### src/rtl/phase_ctrl.sv
// Instruction phase sequencer: steps one instruction at a time through fetch,
// decode, execute, memory and writeback, and counts retired instructions.
module phase_ctrl #(
    parameter int CNT_W = 16
) (
    input  logic             clk,
    input  logic             rst_n,
    input  logic             run,
    input  logic             step,
    input  logic             halt_req,
    input  logic             stall,
    output logic             en_ft,
    output logic             en_dc,
    output logic             en_ex,
    output logic             en_ma,
    output logic             en_wb,
    output logic [2:0]       phase,
    output logic             busy,
    output logic [CNT_W-1:0] retired
);

    localparam logic [2:0] S_IDLE = 3'd0;
    localparam logic [2:0] S_FT   = 3'd1;
    localparam logic [2:0] S_DC   = 3'd2;
    localparam logic [2:0] S_EX   = 3'd3;
    localparam logic [2:0] S_MA   = 3'd4;
    localparam logic [2:0] S_WB   = 3'd5;

    logic [2:0]       state_q, state_d;
    logic             halt_pend_q, halt_pend_d;
    logic             step_mode_q, step_mode_d;
    logic [CNT_W-1:0] retired_q, retired_d;
    logic             stalled;

    // Only the memory-facing phases can be held off by stall.
    assign stalled = stall && (state_q == S_FT || state_q == S_MA);

    always_comb begin
        state_d = S_IDLE;
        case (state_q)
            S_IDLE:  state_d = ((run || step) && !halt_pend_q && !halt_req) ? S_FT : S_IDLE;
            S_FT:    state_d = stalled ? S_FT : S_DC;
            S_DC:    state_d = S_EX;
            S_EX:    state_d = S_MA;
            S_MA:    state_d = stalled ? S_MA : S_WB;
            S_WB:    state_d = (halt_pend_q || halt_req || step_mode_q || !run) ? S_IDLE : S_FT;
            default: state_d = S_IDLE;
        endcase
    end

    always_comb begin
        halt_pend_d = halt_pend_q;
        step_mode_d = step_mode_q;
        if (state_d == S_IDLE) begin
            halt_pend_d = 1'b0;
            step_mode_d = 1'b0;
        end else if (state_q == S_IDLE) begin
            // A step with run low makes this a single-instruction excursion.
            step_mode_d = step && !run;
        end else begin
            halt_pend_d = halt_pend_q || halt_req;
        end
    end

    assign retired_d = en_wb ? retired_q + CNT_W'(1) : retired_q;

    always_ff @(posedge clk or negedge rst_n) begin
        if (!rst_n) begin
            state_q     <= S_IDLE;
            halt_pend_q <= 1'b0;
            step_mode_q <= 1'b0;
            retired_q   <= '0;
        end else begin
            state_q     <= state_d;
            halt_pend_q <= halt_pend_d;
            step_mode_q <= step_mode_d;
            retired_q   <= retired_d;
        end
    end

    assign en_ft   = (state_q == S_FT) && !stalled;
    assign en_dc   = (state_q == S_DC);
    assign en_ex   = (state_q == S_EX);
    assign en_ma   = (state_q == S_MA) && !stalled;
    assign en_wb   = (state_q == S_WB);
    assign phase   = state_q;
    assign busy    = (state_q != S_IDLE);
    assign retired = retired_q;

endmodule

### config.mk
export PLATFORM = sky130hd
export DESIGN_NAME = phase_ctrl
export DESIGN_NICKNAME = d
export VERILOG_FILES = /design/src/rtl/phase_ctrl.sv
export SDC_FILE = /design/constraint.sdc
export NUM_CORES = 1
export LEC_CHECK = 0
export ABC_AREA = 0
export BUFFER_PORTS_ARGS = -buffer_cell sky130_fd_sc_hd__buf_2
export CORE_MARGIN = 10
export CORE_UTILIZATION = 53
export CTS_BUF_LIST = sky130_fd_sc_hd__clkbuf_8
export DETAILED_ROUTE_END_ITERATION = 6
export MAX_ROUTING_LAYER = met4
export PLACE_DENSITY_LB_ADDON = 0.15
export SETUP_SLACK_MARGIN = 0.2
export SLEW_MARGIN = 20
export SYNTH_ARGS = -nofsm -noshare
export SYNTH_HDL_FRONTEND = slang
export SYNTH_SLANG_ARGS = --single-unit
### constraint.sdc
create_clock -name clk -period 1.5 [get_ports clk]
set_input_delay 0.15 -clock clk [delete_from_list [all_inputs] [get_ports clk]]
set_output_delay 0.15 -clock clk [all_outputs]
set_load 0.05 [all_outputs]
# == After elaboration in Yosys (flattened, before gate mapping) ==
# Index checks and enable logic that the tools add are counted.
# word_totals
register_bits,21
in_bits,6
word_cells,39
# op_classes
add_sub_neg,1
n_eq_ne,6
muxes,9
n_reduce_logical,19
# ops
cell,count
$pmux 3 s6,1
$add 16x1->16 const B,1
$mux 1,7
$eq 3x2->1 const B,2
$eq 3x3->1 const B,2
$logic_and 1x1->1,6
$logic_not 3->1,2
$logic_or 1x1->1,5
$logic_not 1->1,4
$eq 3x1->1 const B,1
$reduce_bool 3->1,1
$mux 2,1
$ne 2x2->1 const B,1
$reduce_bool 2->1,1

# == Longest topological paths before layout ==
# Gate-level depths: netlist (run 1).
# logic_depth
depth_word,7
ltp_mapped,5

# == Worst setup path after synthesis (run 1) ==
# Ideal clock, no wire load.
# synth_path
path_type,flip-flop to flip-flop
startpoint,"reg state_q[0], in the netlist phase[0]"
endpoint,"reg state_q[1], in the netlist phase[1]"
setup_time_ps,73
arrival_time_ps,2869
t_required_ps,1427
path_slack_ps,-1443
path_stages_with_launch,4
path_buffers,1
period_less_slack_ps,2943
path_cell_list,dfrtp_1 > buf_4 > nor4b_1 > or2_2
# synth_between
elab_chain_len,5
# synth_rtl
element,line,rtl
start: declaration,29,"logic [2:0] state_q, state_d;"
start signal: assignment,74,state_q <= state_d;
$eq 3x1->1 or $eq 3x3->1 (tied branches),"36, 40",
$logic_or 1x1->1,36,assign stalled = stall && (state_q == S_FT || state_q == S_MA);
$logic_and 1x1->1,36,
$mux 2,42,S_FT: state_d = stalled ? S_FT : S_DC;
$pmux 3 s6 (*),40,case (state_q)
via state_d[1],29,
# The timed path passes the listed nets; every way through them passes the cells marked *.
# A chain may end at the register's enable or synchronous reset.

# == Worst setup path after layout (run 1) ==
# layout_path
startpoint,"reg state_q[1], in the netlist phase[1]"
endpoint,"reg retired_q[9], in the netlist retired[9]"
# layout_between
elab_chain_len,1
# layout_rtl
element,line,rtl
$eq 3x3->1,85,assign en_wb = (state_q == S_WB);
end signal: assignment,77,retired_q <= retired_d;
end: declaration,32,"logic [CNT_W-1:0] retired_q, retired_d;"
# Every way passes these cells.

==> results.md, run 1 <==
* Crit. End Element: flop
* Max Fclk at 624 MHz
* Clock root cell: clkbuf_8
* Slew Limit Headroom at approximately two thirds
* Lkg Pwr at between 0.9 and 1 nW
* Drt first pass iters at 4
* Final hold vios at 0
* First-pass GRT wire length at 4850 µm
* Failing checks: setup timing
* Ys flop type: dfrtp_1
* Vias in the first global route at about 1000
* Layout cells sized above 1 at a little over 70%
* R2R setup slack at -100 ps
* NetSw at 1.63 mW
* Top delay family on crit path: simple AND/OR/NAND/NOR gates
* Core Area at 1960 µm²
* Setup Skew at 5.43 ps
* Crit path required time at about 1700 ps
* Slowest-stage cell, CP: dfrtp_2
* P_int at around 1.8 mW
* Routed WL at ~4600 µm
* Period Utilization, post-route at 107%
* Worst vdd ir at ~1700 µV
* Layout net count at ~170
* Cell breakdown of the critical path: nand3b_2, buf_4, inv_6, nand3_2, nor3_2, xor2_1
* Worst-margin pin slew at between 400 and 500 ps
* Status: finished, violations left
* CTS Buffer Depth at 2
* Number of synthesized flops with an enable pin at 0
* Syn Inst Count at 99
* Worst EP arrival at 1780 ps
* Synth Area per Inst at 11.0 µm²
* Die X at roughly 65 µm
* Crit path buffers/inverters at 2
* Ys Warns at 0
* Fin. max-slew vios at 0
* Via Count at between 1000 and 1500
* Critical Path Source: phase[1]$_DFF_PN0_
* # rows at 16
* Final ANT Viol Nets at 0
* Post-Syn Nets at about 110
* Die Height at between 60 and 70 µm
* Endpoints failing setup at 11
* Drt wl/cell at ~24 µm
* Inserted Clock Buffers at 3
* Reg power frac at roughly 25%
* Worst Path Max Fanout at 5
* Hpwl dp at 1820 µm
* Max cap viols at 0
* N_diodes at 0
* Die area at between 4000 and 5000 µm²
* Sequential share of the synthesized area at between 40% and 50%
* Switch share at between 40% and 50%
* DRC Markers at 0
* Min-Delay Startpoint: step
* All-Layer GR Usage at around 15%
* GP Congestion at 0.824
* RSZ-0062 raised after global routing: true
* H-tree Lvls at 1
* Overflow after GRT at 0
* Power Density at roughly 1900 nW/µm²
* Tmin final at roughly 1600 ps
* CP max stage delay at ~430 ps
* IO buf count at 30
* Setup TNS at -371 ps
* CP Launch Type: flop
* Finished Core Util at between 90% and 100%
* Worst hold path class: in -> reg
* Distinct cell type count after synthesis at 33
* Total Power at between 3 and 4 mW
* Area Growth Syn to Fin at 71.9%
* Worst-path clk slew at roughly 90 ps
* Clk_lat worst skew at 270 ps
* Initial antenna violation count at 0
* Post-synth ARST share at 100%
* Number of I/O pins at 31
* Largest net degree at the start of global routing at 22
* Reg2reg start: phase[1]$_DFF_PN0_
* Initial core utilization at ~55%
* Fin worst setup slack at -102 ps
* Crit path kind: reg -> reg
* Comb power frac at 64.0%
* Mapped Area at approximately 1100 µm²
* Post-DR vias/cell at 6.09
* DP Worst Slack at between 60 and 70 ps
* Initial DRC Count at 90
* TritonCTS clock tree: built
* Clock Sinks at 21
* Clock Power Share at 11.5%
* Seq cells post-synth at 21
synth_stat cells (2+ instances only):
library cell,instances,area share (%)
a21oi_1,4,1.8
and3_1,2,1.2
buf_4,2,1.4
dfrtp_1,21,48
inv_1,4,1.4
nand2_1,8,2.8
nand3_1,5,2.3
nand4_1,4,2.3
nand4_4,2,3.9
nor2_1,6,2.1
nor3_1,4,1.8
o21ai_0,2,0.92
o21ai_1,2,0.92
xnor2_1,10,8.1
xor2_1,5,4.0
layer usage:
layer | track usage, % | vias up | wire, µm
li1 | - | 473 | -
met1 | 15.3 | 583 | 1650
met2 | 25.7 | 87 | 2290
met3 | 3.90 | 20 | 433
met4 | 6.15 | 0 | 210
met5 | - | - | 0
stage by stage:
step	instance area, µm²	cells	hold WS [ps]
floorplan	1170	99	-146
global placement	1340	156	127
detailed placement	1340	156	130
CTS	1580	172	174
global route	1860	191	181
finish	1860	191	180
registers in the layout, indices dropped and copies added, names as in the netlist:
name         cells
phase            3
halt_pend_q      1
step_mode_q      1
retired         16
cells by family (layout without fill, tap and decap cells):
| family | Yosys count | count (layout) | share of synthesized area, % |
|---|---|---|---|
| compound gates | 10 | 10 | 5.19 |
| xor+xnor | 15 | 15 | 12.1 |
| fa+ha+maj | 1 | 1 | 1.15 |
| buf+inv | 8 | 73 | 3.57 |
| flops | 21 | 21 | 48.4 |
| simple gates | 44 | 44 | 29.5 |
timing repair:
item / CTS / global route
pin swaps: 5 / 11
setup buffers: 11 / 19
endpoints found under the hold margin: 21 / 0
endpoints found under the setup margin: 20 / 25
gates resized for setup: 25 / 34
hold buffers: 1 / 0
cell usage in the layout, fill, tap and decap left out, types with 2 or more instances in the layout:
cell	n
nand2_1	5
nand4_1	4
buf_8	5
buf_2	21
xor2_1	4
clkbuf_8	3
nand3_1	2
dfrtp_2	13
xnor2_1	8
nand3_2	4
nand2_2	2
a21oi_1	3
nor2_4	2
o21ai_2	2
buf_6	12
dfrtp_1	8
nor3_4	4
nor3_2	2
buf_4	23
nor2_2	2
nand4_4	2
nor2_1	2
xnor2_2	2
inv_1	2
final cells by class:
type / instances / area [µm²]
Inverter: 5 / 27.5
Clock buffer: 3 / 41.3
Fill cell: 53 / 97.6
Tap cell: 27 / 33.8
Multi-Input combinational cell: 70 / 689
Timing Repair Buffer: 64 / 526
Sequential cell: 21 / 542
Clock inverter: 1 / 5.00
worst reg2reg max path: cells and delay by family (launching register included):
kind,cells,cell delay [ps]
DFF,1,430
buffers and inverters,2,260
xor gates and xnor gates,1,190
and+or+nand+nor,3,640
worst paths after layout:
kind | end | cells after the start
max in group asynchronous | retired[9]$_DFFE_PN0P_ | 2
min in group asynchronous | retired[12]$_DFFE_PN0P_ | 2
worst min register to register | retired[14]$_DFFE_PN0P_ | 1
worst max-delay path | retired[9]$_DFFE_PN0P_ | 6
worst min-delay path | step_mode_q$_DFFE_PN0P_ | 3
worst max register to register | retired[9]$_DFFE_PN0P_ | 6
power by group through the flow:
stage	Clock (mW)	Combinational, mW	Sequential, mW
after floorplan	0	0.759	1.05
after global routing	0.424	2.31	0.861
final	0.399	2.22	0.848
after CTS	0.380	1.49	0.844
after detailed placement	0	1.18	0.848
after global placement	0	1.17	0.842
No activity file was read; power rests on OpenSTA's default activity.
==> run 2, diff against run 1 <==
--- a/config.mk
+++ b/config.mk
@@ -13,7 +13,7 @@
 export DETAILED_ROUTE_END_ITERATION = 6
 export MAX_ROUTING_LAYER = met4
 export PLACE_DENSITY_LB_ADDON = 0.15
-export SETUP_SLACK_MARGIN = 0.2
+export SETUP_SLACK_MARGIN = 0.3
 export SLEW_MARGIN = 20
 export SYNTH_ARGS = -nofsm -noshare
 export SYNTH_HDL_FRONTEND = slang
==> run 2 against run 1 <==
  * The run still ends with setup timing left
  * Hold slack gained 27 ps
  * Critical path depth shrank 2
  * Largest power group unchanged
  * Clock-buffer cell count is the same
  * Fmax grew 3.0%
  * Register-to-register slack gained 50 ps
  * Sequential cell count is the same
  * Die area is the same
  * Combinational power shrank 9.5%
  * Largest cell class unchanged
==> results.md, run 2 (same netlist as run 1, synthesis figures left out) <==
* Worst EP arrival at 1410 ps (was 1780 ps)
* Period Utilization, post-route at 104% (was 107%)
* Endpoints failing setup at 8 (was 11)
* CP max stage delay at 540 ps (was 430 ps)
* Critical Path Source: phase[2]$_DFF_PN0_ (was phase[1]$_DFF_PN0_)
* Slew Limit Headroom at 68.2% (was 68.0%)
* Crit. End Element: output port (was flop)
* Power Density at 1780 nW/µm² (was 1860 nW/µm²)
* Largest net degree at the start of global routing at 22 (unchanged)
* Initial DRC Count at 41 (was 90)
* Layout cells sized above 1 at 66.0% (was 71.3%)
* Max reg flops at 16 (unchanged)
* WP depth at 4 (was 6)
* Drt wl/cell at 21.1 µm (was 24.0 µm)
* Setup Skew at 8.79 ps (was 5.43 ps)
* Fin. max-slew vios at 0 (unchanged)
* Max cap viols at 0 (unchanged)
* Max Fclk at 643 MHz (was 624 MHz)
* Tmin final at 1560 ps (was 1600 ps)
* Core Area at 1960 µm² (unchanged)
* Number of I/O pins at 31 (unchanged)
* Worst-margin pin slew at 478 ps (was 480 ps)
* Hpwl dp at 1780 µm (was 1820 µm)
* CP Launch Type: flop (unchanged)
* Failing checks: setup timing (unchanged)
* DP Worst Slack at 68.4 ps (was 69.4 ps)
* Post-DP Area at 1340 µm² (unchanged)
* Worst vdd ir at 1880 µV (was 1710 µV)
* Filler-free cell count of the finished design at 187 (was 191)
* Reg2reg path depth at 6 (unchanged)
* RSZ-0062 raised after global routing: true (unchanged)
* DRC Markers at 0 (unchanged)
* # rows at 16 (unchanged)
* Final instance area at 1830 µm² (was 1860 µm²)
* IO buf count at 30 (unchanged)
* Inserted Clock Buffers at 3 (unchanged)
* Routed WL at 3940 µm (was 4580 µm)
* Clock root cell: clkbuf_8 (unchanged)
* Worst reg2reg endpoint: retired[10]$_DFFE_PN0P_ (was retired[9]$_DFFE_PN0P_)
* Lkg Pwr at 0.926 nW (was 0.955 nW)
* Initial core utilization at 55.3% (unchanged)
* Fin worst setup slack at -55.8 ps (was -102 ps)
* Worst Path Max Fanout at 8 (was 5)
* Slowest-stage cell, CP: dfrtp_2 (unchanged)
* Crit path kind: reg -> out (was reg -> reg)
* Crit path buffers/inverters at 3 (was 2)
* Initial antenna violation count at 1 (was 0)
* Vias in the first global route at 1095 (was 1027)
* Die Height at 65.2 µm (unchanged)
* Critical Path Sink: en_wb (was retired[9]$_DFFE_PN0P_)
* H-tree Lvls at 1 (unchanged)
* Final ANT Viol Nets at 0 (unchanged)
* Reg2reg start: phase[1]$_DFF_PN0_ (unchanged)
* Clock Sinks at 21 (unchanged)
* Worst hold path class: in -> reg (unchanged)
* Area Growth Syn to Fin at 68.7% (was 71.9%)
* Die X at 65.2 µm (unchanged)
* Total Power at 3.26 mW (was 3.47 mW)
* Post-DR vias/cell at 5.60 (was 6.09)
* Status: finished, violations left (unchanged)
* Clk_lat worst skew at 270 ps (about the same)
* Die area at 4260 µm² (unchanged)
* Dpl cells at 156 (unchanged)
* Final hold vios at 0 (unchanged)
* CTS Buffer Depth at 2 (unchanged)
* Hold slack final at 206 ps (was 180 ps)
* First-pass GRT wire length at 5230 µm (was 4850 µm)
* Crit path required time at 1350 ps (was 1680 ps)
* Layout net count at 167 (was 172)
* Via Count at 1047 (was 1163)
* Drt first pass iters at 4 (unchanged)
* GP Congestion at 0.825 (was 0.824)
* All-Layer GR Usage at 15.9% (was 14.7%)
* Most frequent cells in the layout: buf_2 (17), buf_6 (17), buf_4 (16) (was buf_4 (23), buf_2 (21), dfrtp_2 (13))
* R2R setup slack at -50 ps (was -100 ps)
* Overflow after GRT at 0 (unchanged)
* TritonCTS clock tree: built (unchanged)
* Worst-path clk slew at 90 ps (about the same)
* Top delay family on crit path: flip-flops (was simple AND/OR/NAND/NOR gates)
* Cell breakdown of the critical path: nand3b_2, buf_4, inv_6, buf_8 (was nand3b_2, buf_4, inv_6, nand3_2, nor3_2, xor2_1)
[run 2: what timing repair did]
item                                   4_1_cts  5_1_grt
setup buffers                               19        6
setup endpoints to repair                   24       31
endpoints found under the hold margin       21        0
gates resized for setup                     41       22
pin swaps                                   14       10
hold buffers                                 1        0
[run 2: area by class of cell]
cell class / instances / area, µm²
multi-input cells: 70 / 642
flip-flops and latches: 21 / 542
repair buffers: 59 / 537
fillers: 66 / 131
clock buffers: 3 / 41.3
well taps: 27 / 33.8
inverters: 5 / 27.5
clock inverters: 1 / 5.00
diodes: 1 / 2.50
[run 2: worst min-delay path by stage]
stage           from                       to  slack, ps  cells past startpoint
6_report        step  step_mode_q$_DFFE_PN0P_        210                      3
5_1_grt         step  step_mode_q$_DFFE_PN0P_        200                      3
3_3_place_gp   rst_n   retired[5]$_DFFE_PN0P_        130                      1
2_1_floorplan  rst_n  halt_pend_q$_DFFE_PN0P_       -150                      0
4_1_cts         step  step_mode_q$_DFFE_PN0P_        180                      3
3_5_place_dp   rst_n   retired[5]$_DFFE_PN0P_        130                      1
[run 2: power breakdown]
| part | internal, mW | switching, mW |
|---|---|---|
| Clock | 0.186 | 0.215 |
| Sequential | 0.671 | 0.178 |
| Combinational | 0.909 | 1.10 |
| Total | 1.77 | 1.49 |
[run 2: worst register-to-register path, stage by stage (launching register included)]
cell	delay, ps
dfrtp_2	430
buf_8	150
buf_6	120
nand4b_4	220
nor3_4	240
buf_4	170
xor2_1	150
[run 2: per-stage QoR]
| step | setup TNS, ps | util [%] |
|---|---|---|
| after CTS | -0.423 | 86.9 |
| after global routing | -818 | 93.3 |
| final | -272 | 93.3 |
| after global placement | 0 | 68.4 |
| after detailed placement | 0 | 68.4 |
| after floorplan | -583 | - |
[run 2: per-layer routing]
layer	vias up	part of all wire [%]	GRT usage, %
met4	0	3.9	6.15
met3	17	6.0	4.58
met5	-	0	-
met1	519	39	17.3
li1	461	-	-
met2	50	52	27.0
